$ cat src/rtl/mux2_arb_ctrl.sv
// rtl/mux2_arb_ctrl.sv - two-requester burst arbiter with break-before-make guard and registered output mux
// Optional MUX2_ARB_INV_EN: registered output carries ~D[S] instead of D[S].
module mux2_arb_ctrl #(
  parameter int WIDTH    = 8,
  parameter int MAXBURST = 4
) (
  input  logic             CLK,
  input  logic             R,
  input  logic             REQ0,
  input  logic             REQ1,
  input  logic             LAST0,
  input  logic             LAST1,
  input  logic [WIDTH-1:0] D0,
  input  logic [WIDTH-1:0] D1,
  output logic             GNT0,
  output logic             GNT1,
  output logic             S,
  output logic [WIDTH-1:0] Y,
  output logic             YV
);

  typedef enum logic [1:0] {IDLE, GUARD, BUSY} state_t;

  state_t     state;
  logic [3:0] cnt;
  logic       ptr;

  logic             req_s;
  logic             req_o;
  logic             last_s;
  logic             gnt_s;
  logic [WIDTH-1:0] d_s;
  logic [WIDTH-1:0] y_nxt;
  logic [3:0]       cnt_nxt;
  logic             xfer;
  logic             last_beat;

  always_comb begin
    req_s     = S ? REQ1 : REQ0;
    req_o     = S ? REQ0 : REQ1;
    last_s    = S ? LAST1 : LAST0;
    gnt_s     = S ? GNT1 : GNT0;
    d_s       = S ? D1 : D0;
    cnt_nxt   = cnt + 4'd1;
    xfer      = (state == BUSY) && gnt_s && req_s;
    last_beat = xfer && (last_s || (cnt_nxt == 4'(MAXBURST)));
`ifdef MUX2_ARB_INV_EN
    y_nxt     = ~d_s;
`else
    y_nxt     = d_s;
`endif
  end

  always_ff @(posedge CLK) begin
    if (!R) begin
      state <= IDLE;
      S     <= 1'b0;
      GNT0  <= 1'b0;
      GNT1  <= 1'b0;
      Y     <= '0;
      YV    <= 1'b0;
      cnt   <= 4'd0;
      ptr   <= 1'b1;
    end else begin
      YV <= xfer;
      if (xfer) begin
        Y   <= y_nxt;
        cnt <= cnt_nxt;
        ptr <= S;
      end
      case (state)
        IDLE: begin
          if (REQ0 || REQ1) begin
            // Under contention the requester not granted last time wins.
            S     <= (REQ0 && REQ1) ? ~ptr : REQ1;
            cnt   <= 4'd0;
            state <= GUARD;
          end
        end
        GUARD: begin
          state <= BUSY;
          if (S) GNT1 <= 1'b1;
          else   GNT0 <= 1'b1;
        end
        BUSY: begin
          if (!req_s || last_beat) begin
            GNT0 <= 1'b0;
            GNT1 <= 1'b0;
            if (req_o) begin
              S     <= ~S;
              cnt   <= 4'd0;
              state <= GUARD;
            end else begin
              state <= IDLE;
            end
          end
        end
        default: state <= IDLE;
      endcase
    end
  end

endmodule

$ cat config.mk
export PLATFORM = sky130hd
export DESIGN_NAME = mux2_arb_ctrl
export DESIGN_NICKNAME = d
export VERILOG_FILES = /design/src/rtl/mux2_arb_ctrl.sv
export SDC_FILE = /design/constraint.sdc
export NUM_CORES = 1
export LEC_CHECK = 0
export ABC_AREA = 1
export CORE_AREA = 2 2 51 53
export DETAILED_ROUTE_END_ITERATION = 10
export DIE_AREA = 0 0 53 55
export PLACE_DENSITY = 0.76
export SLEW_MARGIN = 20
export SYNTH_ARGS = -nofsm -noshare
export SYNTH_HDL_FRONTEND = slang
export SYNTH_SLANG_ARGS = --single-unit
$ cat constraint.sdc
create_clock -name CLK -period 2.9 [get_ports CLK]
set_input_delay 0.725 -clock CLK [delete_from_list [all_inputs] [get_ports CLK]]
set_output_delay 0.725 -clock CLK [all_outputs]
set_load 0.01 [all_outputs]
==> impl_results.md <==
- R2R cell count: 8
- Flops & latches, synth: 19
- Port Buf Inserts: 33
- Setup crit start kind: flip-flop
- Worst setup path startpoint: GNT1
- Cell area after technology mapping: 1020 µm²
- Commonest non-fill, non-tap cell in the layout: sky130_fd_sc_hd__nand2_1
- CTS tree: built
- Cell family contributing the most delay on the critical path: buffers and inverters
- P_leak: 0.591 nW
- Wire length of the first global-routing pass: 4.10 mm
- Relative area change from synthesis to final layout: 36.9%
- Cell chain of the critical path: clkdlybuf4s50_1
- Routed Antenna Nets: 0
- Relative max-transition margin: 68.3%
- Fin crit period: 1.93 ns
- Top achievable clock speed: 517 MHz
- Setup Viol. Count Final: 0
- Worst slack at placement: 0.769 ns
- Crit Path Max Fanout: 3
- Grt ovf: 0
- HPWL after detailed placement: 1.84 mm
- Final weighted congestion in routability-driven placement: 0.794
- Number of buffers added by the clock tree synthesis step: 3
- Overall Global Routing Usage: 19.6%
- Largest net degree at the start of global routing: 20
- Routed wirelength normalized by instance count: 11.8 µm
- Leading cell types in the layout, fill and taps excluded: sky130_fd_sc_hd__nand2_1 (40), sky130_fd_sc_hd__clkdlybuf4s50_1 (33), sky130_fd_sc_hd__dfxtp_1 (19), sky130_fd_sc_hd__nor2_1 (11), sky130_fd_sc_hd__o21ai_0 (11)
- Min setup slack post-route: 0.966 ns
- Yosys warns: 0
- Complex-gate fraction of the synthesized area: 18.0%
- Standard-cell rows: 18
- Count of buffer and inverter cells on the critical path: 1
- Post-route total power: 0.920 mW
- Largest incremental delay on the critical path: 0.54 ns
- Largest family of logic cells by synthesized area: simple AND/OR/NAND/NOR gates
- Maximum level of the CTS H-tree: 1
- Total of hold buffers inserted after clock tree synthesis: 0
- Worst reg2reg setup slack: 1.30 ns
- Drt total wl: 2.40 mm
- Number of instances in the synthesized netlist: 139
- Boundary pin count: 34
- Layout cells sized above 1: 8.67%
- Die outline width: 53 µm
- Resized Gates After CTS: 0
- Synth Area in Simple Gates: 28.5%
- RR Endpoint: Y[6]
- Worst Hold Class: reg2reg
- Nature of the critical path endpoint: primary output
- Critical path data arrival time: 1.21 ns
- Area taken by flip-flops and latches: 380 µm²
- Number of nets in the finished design: 202
- Max cap viols: 0
- Pwr per Cell Area: 661 nW/µm²
- Antenna violations before repair: 0
- Via count of the first global-routing pass: 973
- DR iter-0 viols: 16
- Share of the yosys chip area belonging to registers: 37.4%
- Startpoint-to-endpoint class of the critical path: reg2out
- Die area: 2920 µm²
- Crit-path slowest cell: sky130_fd_sc_hd__clkdlybuf4s50_1
- FILL cells: 233
- Data required time at the worst endpoint: 2.17 ns
- Setup Buffers After CTS: 0
- Syn avg cell area: 7.32 µm²
- Timing endpoint of the critical path: GNT1
- Area share of xor/xnor cells in the synthesized design: 1.72%
- Origin of the critical flop-to-flop path: S
- First-pass iteration count of the detailed router: 5
- Initial core utilization: 43.0%
- Inserted Diodes: 0
- CP Depth: 1
- Sum Neg Setup Slack: 0 ns
- Largest buffer count on any clock path: 2
- DRC violation count after routing: 0
- Transition at the pin with the smallest max-transition slack: 0.474 ns
- Status: finished clean
- Adder-cell area share of the yosys netlist: 7.38%
- Clock transition at path regs: 0.11 ns
- Maximum resistive drop on vdd: 0.348 mV
- Worst Clk Skew: 0.00600 ns
- Unrepaired setup endpoints after global routing: false
- Final worst path period share: 66.7%
- Number of pins exceeding their max-slew limit in the final report: 0
- Core box area: 2360 µm²
- Synth cell types: 28
- Multi-input logic area: 566 µm²
- Clock insertion delay at the later pin of the skew report: 0.30 ns
- Post-synthesis mux area share: 0%
- Avg Vias per Cell: 5.05
- Net count after synthesis: 167
- Total number of vias: 1025
- Die Y: 55 µm
- Clock net sink count: 19
- Number of endpoints with negative hold slack in the final report: 0
- Root Driver: sky130_fd_sc_hd__clkbuf_4
==> cells in the mapped netlist (all sizes together) <==
cell type,n,area share (%)
a21boi,1,0.74
a21oi,6,3.3
a31oi,9,5.5
buf,3,2.3
clkbuf,1,0.37
dfxtp,19,37
ha,6,7.4
inv,11,4.3
nand2,43,17
nand3,8,4.4
nand4,2,1.2
nor2,12,5.2
o211ai,1,0.74
o21ai,14,7.6
or2,1,0.62
xnor2,1,0.86
xor2,1,0.86
==> cell type report <==
| cell class | count | area share (%) |
|---|---|---|
| well taps | 30 | 2.70 |
| clock buffers | 3 | 1.62 |
| repair buffers | 34 | 24.3 |
| clock inverters | 1 | 0.359 |
| multi-input cells | 105 | 40.6 |
| inverters | 11 | 3.14 |
| flip-flops and latches | 19 | 27.3 |
==> kinds of logic after synthesis <==
kind of cell,count (synthesis)
xor+xnor,2
fa+ha+maj,6
buf+inv,15
simple gates,66
flops,19
compound gates,31
==> registers in the layout, indices dropped and copies added, names as in the netlist <==
signal,count
Y,8
cnt,4
state,2
GNT0,1
GNT1,1
S,1
YV,1
ptr,1
==> worst min path at each step <==
stage	cells past startpoint	start	endpoint	slack, ns
after floorplan	2	ptr	ptr	0.45
final	2	GNT0	GNT0	0.49
after detailed placement	2	GNT0	GNT0	0.47
after CTS	2	GNT0	GNT0	0.49
after global routing	2	GNT0	GNT0	0.51
after global placement	2	GNT0	GNT0	0.46
==> per-layer routing <==
| metal | share of wire [%] | wire length [µm] | GRT usage [%] | up-vias |
|---|---|---|---|---|
| li1 | - | - | - | 528 |
| met3 | 5.9 | 141 | 3.49 | 4 |
| met2 | 50 | 1210 | 36.0 | 34 |
| met5 | 0 | 0 | 0 | - |
| met4 | 1.9 | 46 | 9.40 | 0 |
| met1 | 42 | 1000 | 21.9 | 459 |
==> per-stage QoR <==
stage	utilization [%]	instances	cell area (µm²)	hold slack, ns
2_1_floorplan	-	139	1020	0.446
3_3_place_gp	57.7	199	1370	0.465
3_5_place_dp	57.7	199	1370	0.475
4_1_cts	58.9	203	1390	0.492
5_1_grt	58.9	203	1390	0.508
6_report	58.9	203	1390	0.487
==> where the power goes <==
group,switching (mW),leakage (nW),internal [mW]
Combinational,0.272,0.420,0.190
Sequential,0.0262,0.154,0.297
Clock,0.0834,0.0177,0.0514
Note: power is estimated with default switching activity, not from simulation.
==> RTL change, RTL diff (same settings) <==
Build with the macro `MUX2_ARB_INV_EN` defined.
--- a/src/rtl/mux2_arb_ctrl.sv
+++ b/src/rtl/mux2_arb_ctrl.sv
@@ -2,2 +2,4 @@
 // Optional MUX2_ARB_INV_EN: registered output carries ~D[S] instead of D[S].
+`define MUX2_ARB_INV_EN
+
 module mux2_arb_ctrl #(
Check against the original RTL: not equivalent (Yosys sat finds a counterexample within 4 cycles, from zero or initial values).
==> RTL change against the original RTL <==
- area after synthesis rose by 8.9%
- via count grew 1.8%
- register-to-register slack worse by 50 ps
- first-iteration DRC count down 25%
- total power increased by 2.4%
- routed wire length rose by 3.2%
- setup slack got worse by 170 ps
- sequential cell count is the same
- design area is 4.9% higher
- highest routed layer unchanged
==> RTL change: results (changes against the original RTL) <==
| Metric | Value |
|---|---|
| Status | complete, no violations |
| Root Buffer Master | clkbuf_4 |
| Maximum fanout along the worst path | 15 (+12) |
| Clock tree buffer depth | 2 (unchanged) |
| Largest net degree at the start of global routing | 16 (-20%) |
| GRT Util Overall | 18.0% (-1.6 points) |
| Nets | 210 (+4.0%) |
| First-pass GRT wire length | 3800 µm (-7.4%) |
| IO buf count | 33 (unchanged) |
| Total CTS buffers | 3 (unchanged) |
| DRT iter0 DRCs | 12 (-4) |
| CP arrival | 1380 ps (+170 ps) |
| Dpl hpwl | 1850 µm (+0.45%) |
| Top cells by count, synth | nor2_1 (34), nand2_1 (22), dfxtp_1 (19), o21ai_2 (9) |
| Post-CTS sizing | 0 (unchanged) |
| Post-route clock skew | 0.911 ps (-5.09 ps) |
| Initial antenna violation count | 0 (unchanged) |
| Avg WL per Cell | 11.7 µm (-0.67%) |
| Layout cells sized above 1 | 14.4% (+5.7 points) |
| Clock latency on the worst-skew pair | around 290 ps |
| Post-synth EDFFs | 0 (unchanged) |
| Yosys warning count | 0 (unchanged) |
| NetSw | 393 µW (+3.0%) |
| Number of global-route vias before repair | 930 (-4.4%) |
| Largest delay contributor family on the critical path | buffers and inverters |
| Top flop regs | Y: 8 flops, cnt: 4 flops, state: 2 flops |
| Post-Place Cell Area | 0.00144 mm² (+5.1%) |
| Max-Slew Margin vs Limit | 52.4% (-16 points) |
| Tightest Hold Check Type | reg -> reg |
| Slowest CP cell | clkdlybuf4s50_1 |
| Placer Congestion | 0.798 (+0.43%) |
| Largest cells by area after synthesis | dfxtp_1 (34%), nor2_1 (12%), nand2_1 (7.5%) |
| H-Tree Depth | 1 (unchanged) |
| Ys async rst share | 0% (unchanged) |
| Register area share after synthesis | 34.4% (-3.0 points) |
| Clock Pin Slew Worst Setup and Hold Paths | 110 ps (about the same) |
| Final cell count without fillers | 211 (+3.9%) |
| P_leak | 0.000625 µW (+5.6%) |
| Primary FF master, synth | dfxtp_1 |
| Mapped Nets | 176 (+5.4%) |
| Post-Synthesis Cells | 148 (+6.5%) |
| P_clk | 134 µW |
| DRT Pass-1 Iters | 4 (-1) |
| # diodes | 0 (unchanged) |
| Combinational power | 483 µW (+4.5%) |
| Post-CTS Setup Inserts | 0 (unchanged) |
| Filler cell count | 220 (-5.6%) |
| Unique masters post-synth | 32 (+14%) |
| Drt via density | 4.94 (-2.1%) |
| Worst IR Drop VDD | 381 µV (+9.5%) |
| Worst path max stage delay | 560 ps (+20 ps) |
==> RTL change: cell count changes in the layout (fill, tap and decap cells not counted), sizes merged <==
cell,before,now
a31oi,9,1
clkbuf,3,4
clkinv,1,0
nand2,43,27
nor2,12,36
nor3,0,8
==> RTL change: path summary, 6_finish.rpt <==
| kind | startpoint | to | slack (ps) | depth (start not counted) |
|---|---|---|---|---|
| max | S | S | 790 | 2 |
| min | GNT0 | GNT0 | 490 | 2 |
| max reg2reg | state[0] | cnt[3] | 1250 | 9 |
| min reg2reg | GNT0 | GNT0 | 490 | 2 |
==> RTL change: routing by layer <==
metal	global-route usage, %	routed length [µm]
met5	0	0
met2	29.2	1140
met1	23.0	1190
met3	3.49	135
met4	8.97	15
==> RTL change: through the flow <==
| stage | setup WS [ps] | util [%] | hold slack (ps) | total power [µW] |
|---|---|---|---|---|
| after detailed placement | 668 | 60.7 | 478 | 815 |
| after global routing | 737 | 61.8 | 520 | 1020 |
| after global placement | 727 | 60.7 | 465 | 803 |
| after CTS | 779 | 61.8 | 492 | 950 |
| after floorplan | 1420 | - | 446 | 675 |
| final | 793 | 61.8 | 494 | 942 |
==> RTL change: cells by family after synthesis <==
logic type                 count (synthesis)  synth area share, %
AOI/OAI and AO/OA                         23                 15.4
xor gates and xnor gates                   2                 1.58
adders and majority gates                  6                 6.78
buffers and inverters                     16                 8.25
DFF                                       19                 34.3
and+or+nand+nor                           82                 33.7
==> RTL change: final cells by class <==
cell class / count / area (µm²) / share of cell area (%)
Clock buffer: 4 / 26.3 / 1.80
Inverter: 11 / 43.8 / 3.00
Multi-Input combinational cell: 113 / 636 / 43.5
Sequential cell: 19 / 380 / 26.0
Tap cell: 30 / 37.5 / 2.57
Timing Repair Buffer: 34 / 338 / 23.1
